==> src/rtl/pmem_arb_pkg.sv <==
// Shared types for the I/D-cache to physical-memory arbiter.
// Grant selection lives here so the tie-break rule sits in one place.
package pmem_arb_pkg;

    typedef enum logic [1:0] {
        IDLE    = 2'd0,
        SERVE_I = 2'd1,
        SERVE_D = 2'd2,
        RECOVER = 2'd3
    } arb_state_t;

    typedef enum logic {
        ICACHE = 1'b0,
        DCACHE = 1'b1
    } requester_t;

    // Only meaningful when at least one request is present.
    function automatic requester_t pick_grant(
        input logic       i_req,
        input logic       d_req,
        input requester_t last,
        input logic       rr_en
    );
        requester_t g;
        g = ICACHE;
        if (i_req && d_req) begin
            if (rr_en) begin
                g = (last == ICACHE) ? DCACHE : ICACHE;
            end else begin
                g = DCACHE;
            end
        end else if (d_req) begin
            g = DCACHE;
        end
        return g;
    endfunction

endpackage

==> src/rtl/pmem_arbiter.sv <==
// Merges I-cache and D-cache line traffic onto one physical-memory port.
// One transaction at a time; one idle RECOVER cycle after every completion.
module pmem_arbiter
    import pmem_arb_pkg::*;
#(
    parameter int ADDR_W = 32,
    parameter int LINE_W = 256,
    parameter bit RR_EN  = 1'b1
) (
    input  logic              clk,
    input  logic              rst_n,

    input  logic [ADDR_W-1:0] i_pmem_address,
    input  logic              i_pmem_read,
    output logic [LINE_W-1:0] i_pmem_rdata,
    output logic              i_pmem_resp,

    input  logic [ADDR_W-1:0] d_pmem_address,
    input  logic              d_pmem_read,
    input  logic              d_pmem_write,
    input  logic [LINE_W-1:0] d_pmem_wdata,
    output logic [LINE_W-1:0] d_pmem_rdata,
    output logic              d_pmem_resp,

    output logic [ADDR_W-1:0] mem_address,
    output logic              mem_read,
    output logic              mem_write,
    output logic [LINE_W-1:0] mem_wdata,
    input  logic [LINE_W-1:0] mem_rdata,
    input  logic              mem_resp
);

    arb_state_t state;
    requester_t last_grant;
    requester_t grant;

    logic i_req;
    logic d_req;

    assign i_req = i_pmem_read;
    assign d_req = d_pmem_read | d_pmem_write;

    always_comb begin
        grant = pick_grant(i_req, d_req, last_grant, RR_EN);
    end

    // Response steering is combinational so the owner sees the pulse with the data.
    assign i_pmem_resp  = (state == SERVE_I) & mem_resp;
    assign d_pmem_resp  = (state == SERVE_D) & mem_resp;
    assign i_pmem_rdata = mem_rdata;
    assign d_pmem_rdata = mem_rdata;

    always_ff @(posedge clk or negedge rst_n) begin
        if (!rst_n) begin
            state       <= IDLE;
            last_grant  <= ICACHE;
            mem_address <= '0;
            mem_read    <= 1'b0;
            mem_write   <= 1'b0;
            mem_wdata   <= '0;
        end else begin
            unique case (state)
                IDLE: begin
                    if (i_req || d_req) begin
                        if (grant == DCACHE) begin
                            // A writeback beats a read if both are raised.
                            state       <= SERVE_D;
                            mem_address <= d_pmem_address;
                            mem_read    <= ~d_pmem_write;
                            mem_write   <= d_pmem_write;
                            mem_wdata   <= d_pmem_write ? d_pmem_wdata : '0;
                        end else begin
                            state       <= SERVE_I;
                            mem_address <= i_pmem_address;
                            mem_read    <= 1'b1;
                            mem_write   <= 1'b0;
                            mem_wdata   <= '0;
                        end
                    end
                end
                SERVE_I: begin
                    if (mem_resp) begin
                        state       <= RECOVER;
                        last_grant  <= ICACHE;
                        mem_address <= '0;
                        mem_read    <= 1'b0;
                        mem_write   <= 1'b0;
                        mem_wdata   <= '0;
                    end
                end
                SERVE_D: begin
                    if (mem_resp) begin
                        state       <= RECOVER;
                        last_grant  <= DCACHE;
                        mem_address <= '0;
                        mem_read    <= 1'b0;
                        mem_write   <= 1'b0;
                        mem_wdata   <= '0;
                    end
                end
                RECOVER: begin
                    state <= IDLE;
                end
                default: begin
                    state <= IDLE;
                end
            endcase
        end
    end

    rw_conflict: assert property (
        @(posedge clk) disable iff (!rst_n)
        !(d_pmem_read && d_pmem_write)
    ) else $warning("pmem_arbiter: d read and write together, write taken");

endmodule

==> config.mk <==
export PLATFORM = sky130hd
export DESIGN_NAME = pmem_arbiter
export DESIGN_NICKNAME = d
export VERILOG_FILES = /design/src/rtl/pmem_arb_pkg.sv /design/src/rtl/pmem_arbiter.sv
export SDC_FILE = /design/constraint.sdc
export NUM_CORES = 1
export LEC_CHECK = 0
export ABC_AREA = 1
export CAP_MARGIN = 20
export CORE_AREA = 4 4 538 540
export DETAILED_ROUTE_END_ITERATION = 10
export DIE_AREA = 0 0 542 544
export HOLD_SLACK_MARGIN = 0.06
export PLACE_DENSITY = 0.3
export SETUP_SLACK_MARGIN = 0.02
export SYNTH_ARGS = -nofsm -noshare
export SYNTH_HDL_FRONTEND = slang
export SYNTH_SLANG_ARGS = --single-unit
==> constraint.sdc <==
create_clock -name clk -period 2.2 [get_ports clk]
set_input_delay 0.44 -clock clk [delete_from_list [all_inputs] [get_ports clk]]
set_output_delay 0.44 -clock clk [all_outputs]
set_load 0.05 [all_outputs]
== Word-level counts from Yosys, hierarchy flattened ==
Cells that the tools add are included.
Operators by class
  bitwise gates (word level): 4
  equality and inequality tests: 7
  reduce and logical (&&, ||, !) cells: 9
  multiplexer cells: 25
Operators by type and width (count)
  $mux W256: 4
  $pmux W256 S2: 1
  $mux W32: 3
  $pmux W32 S2: 1
  $mux W1: 9
  $mux W2: 3
  $ne A2 B2 Y1 const B: 3
  $pmux W1 S2: 3
  $pmux W2 S3: 1
  $reduce_and A3 Y1: 2
  $eq A2 B2 Y1 const B: 2
  $reduce_bool A2 Y1: 2
  $and A1 B1 Y1: 2
  $eq A2 B1 Y1 const B: 1
  $logic_not A2 Y1: 1
  $ne A2 B1 Y1 const B: 1
  $reduce_and A2 Y1: 1
  $reduce_or A2 Y1: 1
  $logic_and A1 B1 Y1: 1
  $logic_or A1 B1 Y1: 1
  $not A1 Y1: 1
  $or A1 B1 Y1: 1
Storage, ports and cells
  output and inout bits: 804
  input port bits: 582
  word-level logic and storage cells: 51
  register bits: 293

== Longest topological paths before layout ==
  depth in word-level cells: 6
  mapped depth: 11
  mapped depth without buffers: 9

== Least setup slack after synthesis ==
No wires, ideal clock.
  kind: register to register
  start: register state[0]
  end: register mem_wdata[100]
  data required time: 2134 ps
  clock period less this slack: 1612 ps
  buffers on the path: 2
  arrival: 1546 ps
  setup slack: 588 ps
  stages on the path, launching flop included: 10
  setup time: 66 ps
  cells stage by stage: dfrtp_1 > inv_1 > ha_1 > nand2_1 > nand3_2 > nor2_2 > buf_2 > buf_2 > nand2_1 > nand2_1
Between the ends
  cells in the longest elaborated chain, start to end: 4
  elaborated cells between the ends (all ways): 9
  classes of those cells: eq/ne (4); mux (1); reduce/logical (4)
Ends and longest elaborated chain
  from (decl): RTL line pmem_arbiter.sv:33  | arb_state_t state;
  from (signal assigned): RTL line pmem_arbiter.sv:55  | state <= IDLE;
  from (signal assigned): RTL line pmem_arbiter.sv:67  | state <= SERVE_D;
  from (signal assigned): RTL line pmem_arbiter.sv:73  | state <= SERVE_I;
  $eq A2 B1 Y1 or $eq A2 B2 Y1 (tied branches): RTL line pmem_arbiter.sv:62  | unique case (state)
  $reduce_or A2 Y1 (no line)
  $ne A2 B1 Y1 (no line) or $reduce_bool A2 Y1 (tied branches)
  $reduce_and A3 Y1 (no line)
  to (signal assigned): RTL line pmem_arbiter.sv:71  | mem_wdata <= d_pmem_write ? d_pmem_wdata : '0;
  to (decl): RTL line pmem_arbiter.sv:28  | output logic [LINE_W-1:0] mem_wdata,
Parallel ways exist; a longest one is shown, timed or not.
A chain may end at the register's enable or synchronous reset.

== Worst setup path after layout ==
  start: register mem_wdata[115]
  end: output port mem_wdata[115]
No word-level cell between the ends.

==> out/qor.tcl <==
set qor(dieArea_mm2) 0.295
set qor(total_leakage_power_nw) 11.1
set qor(yosys_register_bits) 293
set qor(internal-power_mw) 18.1
set qor(crit_chain) {dlygate4sd2_1}
set qor(post_synth_adder_cell_area_pct) 0.407
set qor(min_period_ns) 2.08
set qor(power.switching_fraction_pct) 54.0
set qor(dr.pass1.iters) 5
set qor(synth_area_leader) {dfrtp_1}
set qor(global_route.usage.met3_pct) 8.54
set qor(synthToLayoutAreaGrowth_pct) 56.0
set qor(met2_usage_pct) 12.8
set qor(cpPeakStageDelay_ns) 0.56
set qor(layout.cells.most_common) {nand2_1}
set qor(detail_route.wirelength_um) 139000
set qor(synthCells) 1878
set qor(worst_hold_path.endpoint) {mem_wdata[84]}
set qor(placed_cells_incl_taps) 5757
set qor(synthesis.nets) 2465
set qor(power.share.clock_pct) 20.5
set qor(clk_tree_root_cell) {clkbuf_16}
set qor(yosys_warnings) 0
set qor(longest_clk_path_bufs) 3
set qor(setup.worst_path.start_class) {flip-flop}
set qor(port_buffers) 617
set qor(drtAntennaViolNets) 0
set qor(grt_pass1_vias) 13700
set qor(cp_data_arrival_time_ns) 1.64
set qor(timing.max_slew.rel_slack_pct) 53.6
set qor(synth_cell_types) 16
set qor(reg2reg_from) {state[0]}
set qor(outcome) {finished, final reports clean}
set qor(reg2reg_to) {mem_wdata[160]}
set qor(worstMarginPinSlew_ns) 0.694
set qor(most-common-layout-cells) {912 x nand2_1, 324 x clkdlybuf4s50_1, 293 x dfrtp_1}
set qor(comb_power_share_pct) 55.5
set qor(timing.reg2reg.setup_slack_ns) 0.18
set qor(num_vias) 12600
set qor(cts.clk_slew.worst_paths_ns) 0.07
set qor(share_of_total_power_in_sequential_cells_pct) 24.0
set qor(synth_compound_gate_area_share_pct) 1.22
set qor(drive_above_1_share_pct) 16.9
set qor(cell_area_power_density_mw_per_mm2) 1650
set qor(detailedPlacementHpwl_um) 121000
set qor(routedWlPerCell_um) 23.8
set qor(synth_xor_area_share_pct) 0
set qor(number_of_failing_hold_endpoints_at_the_final_stage) 0
set qor(timing.setup.critical_path_class) {reg2out}
set qor(cts_inserted_buffers) 44
set qor(detailedRoute.firstIterationViolations) 664
set qor(io-pin-count) 1386
set qor(capturing_element_type_of_the_critical_path) {output pin}
set qor(clkLatencyLatePin_ns) 0.67
set qor(timing.fmax_mhz) 481
set qor(globalRoute.totalOverflow) 0
set qor(synth_top_family_by_area) {buffers and inverters}
set qor(critical_path.slowest_cell) {dlygate4sd2_1}
set qor(die_x_um) 542
set qor(final_core_util_pct) 8.43
set qor(grt_antenna_before_repair) 27
set qor(count_of_h_tree_levels_built_during_cts) 2
set qor(layout_worst_path_cycle_share_pct) 94.5
set qor(yosys.area_share.simple_pct) 22.5
set qor(setup_viol) 0
set qor(final-instance-count-excl-fill) 5840
set qor(grt_most_used_layer) {met2}
set qor(hp-class) {in2reg}
set qor(die_y_um) 544
set qor(postCtsSetupRepairBufs) 0
set qor(route.detailed.vias_per_inst) 2.16
set qor(grt_pass1_wl_um) 170000
set qor(avgSynthCellArea_um2) 8.19
set qor(critPathMaxFanout) 2
set qor(worstHoldStart) {d_pmem_wdata[84]}
set qor(gp_routability_congestion) 0.844
set qor(clock_sinks) 293
set qor(cp_data_required_time_ns) 1.76
set qor(post_synth_mux_area_share_pct) 0
set qor(globalRouteTotalUtil_pct) 8.98
set qor(maxSlewViolCount) 0
set qor(max-cap-violations) 0
set qor(max-vdd-ir-drop_uv) 596
set qor(netlist_area_mm2) 0.0154
set qor(worstRegToRegCells) 9
set qor(rsz_0062_raised_after_global_routing) {false}
set qor(synth_sequential_area_ratio_pct) 47.7
set qor(nNetsFinal) 2629
set qor(fin_skew_ns) 0.0471
set qor(crit_family) {buffers and inverters}
set qor(yosys-top-cells-area) {dfrtp_1 48%, buf_4 25%, nand2_1 22%}
set qor(remaining_drc_errors) 0
set qor(use_met1_pct) 8.61
set qor(grt_start_max_net_pins) 56
set qor(switchingPower_mw) 21.3
set qor(synth_largest_type_area_fraction_pct) 47.7
set qor(num_rows) 196
set qor(tritoncts) {done}
set qor(cp.buffers_inverters) 1
set qor(start_util_pct) 5.41
set qor(floorplan.core_area_mm2) 0.284
set qor(hold_path_depth) 3
[tightest hold or removal path: cells and delay by family]
kind          cells  cell delay, ns
simple gates      2            0.12
buf+inv           1            0.40
[timing repair]
item | in CTS | in global routing
hold endpoints to repair | 22 | 0
resized for setup | 103 | 0
endpoints found under the setup margin | 101 | 0
hold buffers | 1 | 0
[per-layer routing]
layer	routed length [µm]	vias up
li1	-	5454
met5	210	-
met2	56100	1134
met3	29100	372
met1	46000	5665
met4	7580	8
[final cells by class]
cell class | instances | area (µm²)
Clock inverter | 17 | 303
Fill cell | 33200 | 260000
Tap cell | 3762 | 4710
Timing Repair Buffer | 700 | 6450
Antenna cell | 3 | 7.51
Clock buffer | 62 | 1280
Sequential cell | 293 | 7330
Multi-Input combinational cell | 962 | 3740
Inverter | 41 | 154
[kinds of logic after synthesis]
| logic type | count (synthesis) |
|---|---|
| and+or+nand+nor | 920 |
| buffers and inverters | 623 |
| DFF | 293 |
| AOI/OAI and AO/OA | 37 |
| adders and majority gates | 5 |
[Yosys cell counts]
cell	instances
a21oi_1	1
dfrtp_1	293
o21bai_1	1
ha_1	5
buf_2	41
nor2_1	5
buf_4	517
nor2_2	1
clkbuf_1	20
buf_1	4
o21ai_1	1
nand3_2	1
nand2_1	912
nand3_1	1
o21ai_0	34
inv_1	41
[power groups by stage]
stage	logic [mW]	clock network, mW	registers (mW)
2_1_floorplan	6.55	0	16.9
3_3_place_gp	23.3	0	9.56
3_5_place_dp	23.2	0	9.47
4_1_cts	22.7	8.53	9.46
5_1_grt	23.7	8.63	9.72
6_report	21.9	8.07	9.47
[sequential cells by signal, indices dropped and copies added (netlist names)]
name,count
last_grant,1
mem_write,1
state,2
mem_address,32
mem_wdata,256
mem_read,1
[stage by stage]
stage | setup slack (ns) | hold WS, ns | setup TNS (ns) | area [µm²] | power [mW]
floorplan | 0.588 | 0.144 | 0 | 15400 | 23.4
global placement | -0.280 | 0.465 | -18.61 | 22500 | 32.8
detailed placement | -0.279 | 0.465 | -17.27 | 22500 | 32.7
CTS | 0.0417 | 0.222 | 0 | 24000 | 40.7
global route | 0.0248 | 0.272 | 0 | 24000 | 42.0
finish | 0.120 | 0.321 | 0 | 24000 | 39.5
[worst max-delay path by stage]
stage | startpoint | to | slack [ns] | depth (start not counted)
after floorplan | state[0] | mem_wdata[100] | 0.59 | 9
after global placement | d_pmem_write | mem_address[24] | -0.28 | 6
after detailed placement | d_pmem_write | mem_address[24] | -0.28 | 6
after CTS | state[0] | i_pmem_resp | 0.04 | 5
after global routing | state[1] | d_pmem_resp | 0.02 | 5
final | mem_wdata[115] | mem_wdata[115] | 0.12 | 1
Power figures use the tool's default switching activity.
